--- src/rtl/ingress_tlp_decoder.sv ---
// Ingress TLP decoder: turns single-DW MemRd/MemWr TLPs from the PCIe RX AXI-stream into
// register write strobes and held read requests; anything else is dropped with err_pulse.
module ingress_tlp_decoder #(
   parameter int         CHNL_NUM     = 12,
   parameter int         CHNL_W       = 4,
   parameter logic [6:0] BAR_HIT_MASK = 7'b0000001
) (
   input  logic              clk,
   input  logic              rst_n,
   input  logic [63:0]       s_axis_rx_tdata,
   input  logic [7:0]        s_axis_rx_tkeep,
   input  logic              s_axis_rx_tlast,
   input  logic              s_axis_rx_tvalid,
   input  logic [21:0]       s_axis_rx_tuser,
   output logic              s_axis_rx_tready,
   output logic              reg_wr_en,
   output logic [CHNL_W-1:0] reg_wr_chnl,
   output logic [3:0]        reg_wr_off,
   output logic [31:0]       reg_wr_data,
   output logic              rd_req_valid,
   input  logic              rd_req_ready,
   output logic [CHNL_W-1:0] rd_req_chnl,
   output logic [3:0]        rd_req_off,
   output logic              rd_req_bad,
   output logic [15:0]       rd_req_rid,
   output logic [7:0]        rd_req_tag,
   output logic [2:0]        rd_req_tc,
   output logic [1:0]        rd_req_attr,
   output logic [6:0]        rd_req_laddr,
   output logic              err_pulse
);

   typedef enum logic [2:0] {IDLE, HDR2, DATA3, RD_HOLD, DISCARD} state_t;

   localparam logic [CHNL_W:0] CHNL_LIM = (CHNL_W+1)'(CHNL_NUM);

   state_t            state_q;
   logic              is4dw_q, iswr_q;
   logic [3:0]        fbe_q;
   logic [15:0]       rid_q;
   logic [7:0]        tag_q;
   logic [2:0]        tc_q;
   logic [1:0]        attr_q;
   logic [CHNL_W-1:0] chnl_q;
   logic [3:0]        off_q;

   logic              acc, hdr_ok, chnl_ok, wr_ok, rd_bad;
   logic [31:0]       addr, w_data;
   logic [CHNL_W-1:0] w_chnl;
   logic [3:0]        w_off;
   logic              unused_ok;

   assign acc    = s_axis_rx_tvalid & s_axis_rx_tready;
   // type 0 covers MemRd/MemWr in every fmt; fmt then only selects 3DW/4DW and rd/wr
   assign hdr_ok = (s_axis_rx_tdata[28:24] == 5'd0) && (s_axis_rx_tdata[9:0] == 10'd1) &&
                   ((s_axis_rx_tuser[8:2] & BAR_HIT_MASK) != 7'd0);
   assign addr   = is4dw_q ? s_axis_rx_tdata[63:32] : s_axis_rx_tdata[31:0];
   assign w_chnl = (state_q == DATA3) ? chnl_q : addr[6+CHNL_W-1:6];
   assign w_off  = (state_q == DATA3) ? off_q : addr[5:2];
   assign w_data = (state_q == DATA3) ? s_axis_rx_tdata[31:0] : s_axis_rx_tdata[63:32];
   assign chnl_ok = {1'b0, w_chnl} < CHNL_LIM;
   assign wr_ok   = chnl_ok && !w_off[3] && (fbe_q != 4'd0);
   // read "bad" marks out-of-range channels and every offset in the 0..7 window
   assign rd_bad  = !chnl_ok || !w_off[3];

   assign unused_ok = ^{s_axis_rx_tkeep, s_axis_rx_tuser[21:9], s_axis_rx_tuser[1:0]};

   always_ff @(posedge clk or negedge rst_n) begin
      if (!rst_n) begin
         state_q          <= IDLE;
         is4dw_q          <= 1'b0;
         iswr_q           <= 1'b0;
         fbe_q            <= '0;
         rid_q            <= '0;
         tag_q            <= '0;
         tc_q             <= '0;
         attr_q           <= '0;
         chnl_q           <= '0;
         off_q            <= '0;
         s_axis_rx_tready <= 1'b0;
         reg_wr_en        <= 1'b0;
         reg_wr_chnl      <= '0;
         reg_wr_off       <= '0;
         reg_wr_data      <= '0;
         rd_req_valid     <= 1'b0;
         rd_req_chnl      <= '0;
         rd_req_off       <= '0;
         rd_req_bad       <= 1'b0;
         rd_req_rid       <= '0;
         rd_req_tag       <= '0;
         rd_req_tc        <= '0;
         rd_req_attr      <= '0;
         rd_req_laddr     <= '0;
         err_pulse        <= 1'b0;
      end else begin
         reg_wr_en        <= 1'b0;
         err_pulse        <= 1'b0;
         s_axis_rx_tready <= 1'b1;
         case (state_q)
            IDLE: if (acc) begin
               iswr_q  <= s_axis_rx_tdata[30];
               is4dw_q <= s_axis_rx_tdata[29];
               tc_q    <= s_axis_rx_tdata[22:20];
               attr_q  <= s_axis_rx_tdata[13:12];
               fbe_q   <= s_axis_rx_tdata[35:32];
               tag_q   <= s_axis_rx_tdata[47:40];
               rid_q   <= s_axis_rx_tdata[63:48];
               if (s_axis_rx_tlast)  err_pulse <= 1'b1;
               else if (!hdr_ok)     state_q   <= DISCARD;
               else                  state_q   <= HDR2;
            end
            HDR2: if (acc) begin
               if (iswr_q && is4dw_q) begin
                  if (s_axis_rx_tlast) begin
                     err_pulse <= 1'b1;
                     state_q   <= IDLE;
                  end else begin
                     chnl_q  <= w_chnl;
                     off_q   <= w_off;
                     state_q <= DATA3;
                  end
               end else if (!s_axis_rx_tlast) begin
                  state_q <= DISCARD;
               end else if (iswr_q) begin
                  if (wr_ok) begin
                     reg_wr_en   <= 1'b1;
                     reg_wr_chnl <= w_chnl;
                     reg_wr_off  <= w_off;
                     reg_wr_data <= w_data;
                  end else begin
                     err_pulse <= 1'b1;
                  end
                  state_q <= IDLE;
               end else begin
                  rd_req_valid     <= 1'b1;
                  rd_req_chnl      <= w_chnl;
                  rd_req_off       <= w_off;
                  rd_req_bad       <= rd_bad;
                  rd_req_rid       <= rid_q;
                  rd_req_tag       <= tag_q;
                  rd_req_tc        <= tc_q;
                  rd_req_attr      <= attr_q;
                  rd_req_laddr     <= addr[6:0];
                  s_axis_rx_tready <= 1'b0;
                  state_q          <= RD_HOLD;
               end
            end
            DATA3: if (acc) begin
               if (s_axis_rx_tlast) begin
                  if (wr_ok) begin
                     reg_wr_en   <= 1'b1;
                     reg_wr_chnl <= w_chnl;
                     reg_wr_off  <= w_off;
                     reg_wr_data <= w_data;
                  end else begin
                     err_pulse <= 1'b1;
                  end
                  state_q <= IDLE;
               end else begin
                  state_q <= DISCARD;
               end
            end
            RD_HOLD: begin
               // rd_req_valid is always high here, so ready alone completes the handshake
               if (rd_req_ready) begin
                  rd_req_valid <= 1'b0;
                  state_q      <= IDLE;
               end else begin
                  s_axis_rx_tready <= 1'b0;
               end
            end
            DISCARD: if (acc && s_axis_rx_tlast) begin
               err_pulse <= 1'b1;
               state_q   <= IDLE;
            end
            default: state_q <= IDLE;
         endcase
      end
   end

endmodule

--- config.mk ---
export PLATFORM = sky130hd
export DESIGN_NAME = ingress_tlp_decoder
export DESIGN_NICKNAME = d
export VERILOG_FILES = /design/src/rtl/ingress_tlp_decoder.sv
export SDC_FILE = /design/constraint.sdc
export NUM_CORES = 1
export LEC_CHECK = 0
export ABC_AREA = 1
export CELL_PAD_IN_SITES_DETAIL_PLACEMENT = 1
export CELL_PAD_IN_SITES_GLOBAL_PLACEMENT = 2
export CORE_MARGIN = 5
export CORE_UTILIZATION = 27
export CTS_CLUSTER_DIAMETER = 60
export DETAILED_ROUTE_END_ITERATION = 12
export PLACE_DENSITY = 0.77
export SLEW_MARGIN = 20
export SYNTH_ARGS = -nofsm -noshare
export SYNTH_HDL_FRONTEND = slang
export SYNTH_SLANG_ARGS = --single-unit
--- constraint.sdc ---
create_clock -name clk -period 2 [get_ports clk]
set_clock_uncertainty 0.05 [all_clocks]
set_input_delay 0.2 -clock clk [delete_from_list [all_inputs] [get_ports clk]]
set_output_delay 0.2 -clock clk [all_outputs]
set_load 0.005 [all_outputs]
-- Word level (Yosys, flattened, before mapping)
Cells that the tools add are included.
- equality and inequality tests: 16
- bitwise gates (word level): 4
- reductions and logical operators: 20
- order comparisons: 1
- mux-type cells: 72
- operators by type and width (kind ; count):
    32-bit 2-to-1 mux ; 8
    4-bit 2-to-1 mux ; 16
    32-bit case mux with 2 select lines ; 1
    3-bit 2-to-1 mux ; 10
    1-bit 2-to-1 mux ; 27
    2-bit != test (second input constant) ; 11
    4-bit case mux with 2 select lines ; 2
    3-bit case mux with 5 select lines ; 1
    6-bit AND reduction ; 2
    10-bit by 1-bit == test with 1-bit output (second input constant) ; 1
    10-bit 2-to-1 mux ; 1
    7-bit AND reduction ; 1
    3-bit by 2-bit == test with 1-bit output (second input constant) ; 2
    1-bit logical AND ; 6
    1-bit case mux with 2 select lines ; 3
    5-bit zero test ; 1
    5-bit AND reduction ; 1
    4-bit less-than comparator (second input constant) ; 1
    2-bit 2-to-1 mux ; 2
    1-bit case mux with 4 select lines ; 1
    4-bit AND reduction ; 1
    2-bit nonzero test ; 2
    4-bit nonzero test ; 1
    3-bit by 1-bit == test with 1-bit output (second input constant) ; 1
    7 further kinds ; 10
- flip-flop bits (word level): 135
- output and inout bits: 89
- bits of input ports: 99
- logic and storage cells: 138

-- Logic depth before layout (Yosys ltp)
Gate-level depths: netlist of the first run.
- depth after elaboration: 11
- mapped depth: 13
- depth with buffers taken out: 11

-- Worst setup path before layout of the first run
No wires, ideal clock.
- path kind: register to register
- start: reg state_q[2]
- end: reg reg_wr_chnl[0]
- library setup time: 129 ps
- path buffers: 2
- cell stages (with the launch flop): 12
- arrival: 1442 ps
- path slack: 379 ps
- path through: dfrtp_1 -> inv_2 -> nand3_4 -> nand2_1 -> nand2_1 -> nand2_1 -> and2_4 -> nand2_4 -> buf_12 -> buf_8 -> nand2_1 -> o21ai_0
- longest elaborated chain between the ends: 11
- elaborated cells between the ends (all ways): 24
- RTL lines (element ; line ; text):
    start, declared ; 37 ; state_t state_q;
    start signal, assigned ; 70 ; state_q <= IDLE;
    start signal, assigned ; 109 ; else if (!hdr_ok) state_q <= DISCARD;
    start signal, assigned ; 110 ; else state_q <= HDR2;
    3-bit by 2-bit == test with 1-bit output ; 58, 59, 99 ;
    4-bit 2-to-1 mux, on equally long branches ; 58, 59 ;
    4-bit less-than comparator or 1-bit zero test (tied branches) ; 61, 62 ;
    1-bit logical AND (2 in a row) ; 62 ; assign wr_ok = chnl_ok && !w_off[3] && (fbe_q != 4'd0);
    4-bit 2-to-1 mux ; 125, 150 ;
    4-bit 2-to-1 mux ; 124 ; end else if (iswr_q) begin
    4-bit 2-to-1 mux ; 122 ; end else if (!s_axis_rx_tlast) begin
    4-bit 2-to-1 mux ; 113 ; if (iswr_q && is4dw_q) begin
    4-bit 2-to-1 mux ; 112 ; HDR2: if (acc) begin
    4-bit case mux with 2 select lines ; 99 ; case (state_q)
    end signal, assigned ; 127 ; reg_wr_chnl <= w_chnl;
    end signal, assigned ; 152 ; reg_wr_chnl <= w_chnl;
    end, declared ; 17 ; output logic [CHNL_W-1:0] reg_wr_chnl,
Parallel ways exist; a longest one is shown, timed or not. The select of a mux whose other input is x is not followed.
A chain may end at the register's enable or synchronous reset.

-- Final worst setup path of the first run
- start: reg state_q[0]
- end: reg reg_wr_off[2]
- longest elaborated chain between the ends: 11
- elaborated cells between the ends (all ways): 24
- RTL lines (element ; line ; text):
    3-bit by 2-bit == test with 1-bit output ; 58, 59, 99 ;
    4-bit 2-to-1 mux, on equally long branches ; 58, 59 ;
    4-bit less-than comparator or 1-bit zero test (tied branches) ; 61, 62 ;
    1-bit logical AND (2 in a row) ; 62 ;
    4-bit 2-to-1 mux ; 125, 150 ;
    4-bit 2-to-1 mux ; 124 ;
    4-bit 2-to-1 mux ; 122 ;
    4-bit 2-to-1 mux ; 113 ;
    4-bit 2-to-1 mux ; 112 ;
    4-bit case mux with 2 select lines ; 99 ;
    end signal, assigned ; 128 ; reg_wr_off <= w_off;
    end signal, assigned ; 153 ; reg_wr_off <= w_off;
    end, declared ; 18 ; output logic [3:0] reg_wr_off,
Parallel ways exist; a longest one is shown, timed or not. The select of a mux whose other input is x is not followed.

==> impl_metrics.yaml, run 1 <==
run_status:
  status: "complete, no violations"
routing:
  drtAntennaViolNets: 0
  drt_iter0_drc: 141
  route.vias.total: 4916
  drtPass1Iterations: 4
  drc: 0
  wl_per_cell_um: 16.0
  via_per_inst: 4.37
  wirelength_um: 18000
die:
  start_util_pct: 27.5
  die_w_um: 157
  dieHeight_um: 157
  core_mm2: 0.0212
  ios: 188
  die-area_mm2: 0.0246
  row_count: 53
timing:
  fmax_ghz: 0.553
  maxSlewViolCount: 0
  hold_violations: 0
  fin_hold_ws_ps: 226
  worst_pin_slew_ps: 438
  timing.final.crit_share_pct: 90.4
  setup_viol: 0
  tns_ps: 0
  period_needed_ps: 1810
  max-slew-margin-rel_pct: 70.5
  rsz0062_at_grt: "no"
clocking:
  cts-htree-levels: 4
  clk_latency_ps: 410
  cts_buffer_depth: 2
  cts_tree: "built"
  clock_sinks: 135
  clk_pin_slew_ps: 60
  clock-root-buffer: "clkbuf_16"
  cts_buffers: 17
yosys:
  synthCells: 664
  ys_ff_latch: 135
  synthDistinctLibCells: 32
  synth_top_cell_by_area: "dfrtp_1"
  synth_nets: 763
  syn_avg_cell_area_um2: 8.77
  syn-cell-area_mm2: 0.00582
  synth_seq_area_share_pct: 58.0
  ys_top_cells_by_area: "dfrtp_1, nand2_1, o21ai_0, inv_1, nor2_1"
  yosys_warnings: 0
  yosysTopAreaCellShare_pct: 58.0
hold_path:
  hold_class: "in -> async"
cells_and_area:
  area_growth_pct: 45.3
  fillCellCount: 2426
  seqCellArea_mm2: 0.00338
  final_cell_count_no_fill: 1125
  nNetsFinal: 936
  diodes: 0
  multi_input_area_mm2: 0.00206
  drive_gt1_share_pct: 11.2
placement:
  hpwl_um: 13200
  place.gp.congestion: 0.807
  placedCellCount: 1088
  port_buffers: 158
power:
  pwr-share-comb_pct: 16.1
  clkPwrFrac_pct: 41.4
  powerDensity_mw_per_mm2: 917
  peakVddDrop_uv: 535
  sw_frac_of_total_pct: 28.5
  p_int_uw: 5540
  p_total_uw: 7750
  switching_power_uw: 2210
  leakage_uw: 0.00414
  pwr-share-seq_pct: 42.5
critical_path:
  crit_start: "state_q[0]"
  reg2reg_from: "state_q[0]"
  critPathCaptureType: "flop"
  cp-start-kind: "flop"
  cp.arrival_ps: 2040
  crit_type: "reg -> reg"
  r2r_cells: 10
  cp.required_ps: 2230
  reg2reg_slack_ps: 190
  path_max_fanout: 26
  regToRegEndpoint: "reg_wr_off[2]"
  crit_end: "reg_wr_off[2]"
grt:
  grt_use_total_pct: 14.9
  antenna_found_initial: 1
  overflow: 0
  grt_pass1_wl_um: 28400
  grt_max_degree: 63
  grt_pass1_vias: 5073
flow_run:
  cap_violations: 0
synthesized netlist by cell type:
library cell	count
a211oi_1	1
a21oi_1	10
a31oi_1	8
and2_0	1
and2_4	1
buf_12	1
buf_2	9
buf_4	4
buf_8	3
clkbuf_1	15
clkbuf_2	1
dfrtp_1	135
inv_1	47
inv_2	4
mux2_2	8
mux2i_1	7
nand2_1	254
nand2_2	2
nand2_4	1
nand3_1	7
nand3_4	1
nand4_1	4
nor2_1	30
nor3_1	3
nor3_2	1
nor3_4	1
o211ai_1	1
o21ai_0	87
o21ai_1	7
o21ai_2	7
o21bai_1	1
or2_2	2
cell usage in the layout (no fill, tap or decap), drive strengths merged, types with 4 or more instances in the layout:
| cell | netlist | routed |
|---|---|---|
| nand4 | 4 | 4 |
| clkinv | 0 | 4 |
| clkbuf | 16 | 18 |
| dfrtp | 135 | 135 |
| nand3 | 8 | 8 |
| clkdlybuf4s50 | 0 | 157 |
| mux2i | 7 | 7 |
| buf | 17 | 29 |
| mux2 | 8 | 8 |
| inv | 51 | 57 |
| nand2 | 257 | 257 |
| a21oi | 10 | 10 |
| a31oi | 8 | 8 |
| nor3 | 5 | 5 |
| nor2 | 30 | 30 |
| o21ai | 101 | 101 |
power groups by stage:
stage / sequential [uW] / clock (uW) / combinational [uW]
2_1_floorplan: 3280 / 0 / 759
3_3_place_gp: 3330 / 0 / 1250
3_5_place_dp: 3340 / 0 / 1270
4_1_cts: 3300 / 3300 / 1290
5_1_grt: 3340 / 3440 / 1440
6_report: 3290 / 3210 / 1250
layout make-up:
cell class                      count  share of cell area, %
Clock buffer                       18                   5.19
Multi-Input combinational cell    445                   24.3
Sequential cell                   135                   40.0
Tap cell                          275                   4.07
Timing Repair Buffer              187                   22.2
Inverter                           51                   2.29
Clock inverter                     14                   1.92
layer usage:
layer / part of all wire, % / routed length (um) / GRT usage, % / vias to the layer above
met5: 0.072 / 13 / 0 / -
met4: 0.98 / 177 / 3.72 / 2
met3: 5.9 / 1060 / 3.87 / 18
met2: 46 / 8370 / 24.0 / 116
met1: 47 / 8400 / 20.0 / 2332
li1: - / - / - / 2448
metrics by stage:
| stage | setup slack, ps | instance area (um2) | util, % |
|---|---|---|---|
| 2_1_floorplan | 379 | 5820 | - |
| 3_3_place_gp | 40.2 | 7800 | 36.9 |
| 3_5_place_dp | 1.11 | 7800 | 36.9 |
| 4_1_cts | 5.57 | 8420 | 39.8 |
| 5_1_grt | 19.9 | 8460 | 40.0 |
| 6_report | 191 | 8460 | 40.0 |
state kept, by name, summed over array words and instances, names as in the netlist, 2 cells and up:
register / flops
off_q: 4
rd_req_chnl: 4
fbe_q: 4
rd_req_tc: 3
reg_wr_off: 4
chnl_q: 4
rd_req_attr: 2
tc_q: 3
rid_q: 16
rd_req_tag: 8
tag_q: 8
rd_req_rid: 16
state_q: 3
rd_req_laddr: 7
rd_req_off: 4
attr_q: 2
reg_wr_data: 32
reg_wr_chnl: 4
worst min path at each step:
stage / to / slack, ps / cells past startpoint
floorplan: attr_q[0] / -150 / 0
global placement: rd_req_tag[2] / 110 / 1
detailed placement: rd_req_tag[2] / 110 / 1
CTS: rd_req_tag[2] / 240 / 2
global route: rd_req_tag[2] / 250 / 2
finish: rd_req_tag[2] / 230 / 2
critical path, stage by stage (launching register included):
cell	delay (ps)
dfrtp_2	440
inv_4	110
nand3_4	140
nand2_1	130
nand2_1	80
nor2_1	130
and2_4	170
nand2_4	90
buf_12	180
nand2_1	60
o21ai_0	80
logic make-up after synthesis:
logic type,after synthesis,share of synthesized area [%]
and+or+nand+nor,308,21.2
DFF,135,58.0
AOI/OAI and AO/OA,122,11.2
buffers and inverters,84,6.75
muxes,15,2.75
timing repair:
| action | 4_1_cts | 5_1_grt |
|---|---|---|
| endpoints found under the hold margin | 38 | 0 |
| pin swaps | 0 | 1 |
| hold buffers | 1 | 0 |
| setup buffers | 0 | 4 |
| endpoints found under the setup margin | 20 | 40 |
| resized for setup | 3 | 4 |
| gates cloned | 0 | 0 |
(Power assumes the default switching activity.)
==> run 2, diff against run 1 <==
- MAX_ROUTING_LAYER: not set -> met4
- PLACE_DENSITY: 0.77 -> 0.83
==> run 2 against run 1 <==
Final area rose by 0.18%. Utilization rose by 0.071 points. Largest power group unchanged. Largest cell class unchanged. First-iteration DRC count rose by 83%. Sequential share of layout area fell by 0.071 points. Global-route usage rose by 0.88 points.
==> impl_metrics.yaml, run 2 (synthesized netlist as in run 1, its figures left out) <==
run_status:
  status: "complete, no violations"
routing:
  wl_per_cell_um: 16.2
  drt-met1-wl_um: 8380
  route.vias.total: 4972
  drt_iter0_drc: 258
  wirelength_um: 18300
  wl_met3_um: 907
  drtAntennaViolNets: 0
  route.top_layer_used: "met4"
  via_per_inst: 4.42
  met2WireLength_um: 8740
  drtPass1Iterations: 4
  drc: 0
cells_and_area:
  seqCellArea_mm2: 0.00338
  fillCellCount: 2470
  final_cell_mix: "nand2_1, clkdlybuf4s50_1, dfrtp_1"
  drive_gt1_share_pct: 11.3
  final_area_mm2: 0.00847
  area_growth_pct: 45.5
  mostFrequentLayoutCell: "nand2_1"
  nNetsFinal: 935
  largestRegisters: "reg_wr_data x32, rd_req_rid x16, rid_q x16"
  top_register: "reg_wr_data"
  largest_register_ffs: 32
  multi_input_area_mm2: 0.00208
  final_core_utilization_pct: 40.1
die:
  row_count: 53
  die-area_mm2: 0.0246
  ios: 188
  start_util_pct: 27.5
  die_w_um: 157
  core_mm2: 0.0212
  dieHeight_um: 157
power:
  peakVddDrop_uv: 590
  powerDensity_mw_per_mm2: 894
  leakage_uw: 0.00413
critical_path:
  reg2reg_from: "state_q[1]"
  regToRegEndpoint: "rd_req_chnl[1]"
  r2r_cells: 8
  crit_type: "reg -> reg"
  path_max_fanout: 43
  cp.required_ps: 2220
  cp.arrival_ps: 2080
  critPathCaptureType: "flop"
  reg2reg_slack_ps: 140
  cp-start-kind: "flop"
grt:
  overflow: 0
  grt_max_degree: 63
  grt_pass1_wl_um: 29300
  grt_pass1_vias: 5415
  antenna_found_initial: 1
  grt_use_total_pct: 15.8
hold_path:
  hold_class: "in -> async"
timing:
  fin_hold_ws_ps: 222
  timing.final.crit_share_pct: 93.1
  period_needed_ps: 1860
  hold_violations: 0
  rsz0062_at_grt: "no"
  maxSlewViolCount: 0
  max-slew-margin-rel_pct: 63.0
  fmax_ghz: 0.537
  worst_pin_slew_ps: 555
  setup_viol: 0
clocking:
  clock-root-buffer: "clkbuf_16"
  cts_buffers: 17
  cts_buffer_depth: 2
  clk_pin_slew_ps: 70
  cts-htree-levels: 4
  cts_tree: "built"
  clk_latency_ps: 420
  clock_sinks: 135
placement:
  place.gp.congestion: 0.801
  port_buffers: 158
  hpwl_um: 13200
  postPlaceCellArea_mm2: 0.00783
flow_run:
  cap_violations: 0
==> run 2: cell count changes in the layout (fill, tap and decap cells not counted), sizes merged <==
cell	delta
bufinv	-2
diode	+1
clkinv	-1
buf	-2
inv	+4
==> run 2: through the flow <==
stage	power (uW)	instances	worst slack (ps)	TNS (ps)
floorplan	4040	664	379	0
global placement	4590	1088	2.52	0
global route	8030	1125	13.3	0
CTS	7690	1123	70.5	0
finish	7580	1125	139	0
detailed placement	4630	1088	-47.8	-131
==> run 2: cell type report <==
class | count | share of cell area (%)
Sequential cell | 135 | 39.9
Multi-Input combinational cell | 445 | 24.5
Timing Repair Buffer | 186 | 22.6
Clock buffer | 17 | 5.02
Tap cell | 275 | 4.06
Inverter | 51 | 2.29
Clock inverter | 15 | 1.59
Antenna cell | 1 | 0.0295
==> run 2: critical path: stages (launching register included) <==
cell	delay, ps
dfrtp_2	440
buf_4	170
nor3_2	210
nand2_1	140
inv_1	100
nand2_2	60
buf_4	270
nand2_1	130
o21ai_0	90
==> run 2: per-layer routing <==
layer  vias to the layer above  global-route usage (%)
met5                         -                       -
met4                         0                    4.05
met3                        13                    4.07
met2                        99                    25.2
met1                      2403                    20.0
li1                       2457                       -
==> run 2: power breakdown <==
part	switching, uW	leakage (uW)	internal, uW
clock	1360	0.000273	1640
sequential	189	0.00180	3090
combinational	739	0.00206	559
==> run 2: repair_timing <==
action | CTS | global route
pin swaps | 1 | 1
hold endpoints to repair | 44 | 0
cloned | 0 | 1
setup buffers | 2 | 0
gates resized for setup | 0 | 11
endpoints found under the setup margin | 34 | 39
hold buffers | 1 | 0
==> run 2: how the worst max path moves through the flow <==
stage                    start         endpoint  slack, ps  cells past startpoint
floorplan           state_q[2]   reg_wr_chnl[0]        380                     11
global placement    state_q[0]  reg_wr_data[26]          3                     10
detailed placement  state_q[0]  reg_wr_data[31]        -50                      9
CTS                 state_q[1]  reg_wr_data[31]         70                      9
global route        state_q[1]   rd_req_attr[1]         10                      8
finish              state_q[1]   rd_req_chnl[1]        140                      8
==> run 3, diff against run 2 <==
- CTS_CLUSTER_SIZE: not set -> 24
==> results of run 3 <==
Same layout as run 2: the final DEF is identical, and so are final timing and power.
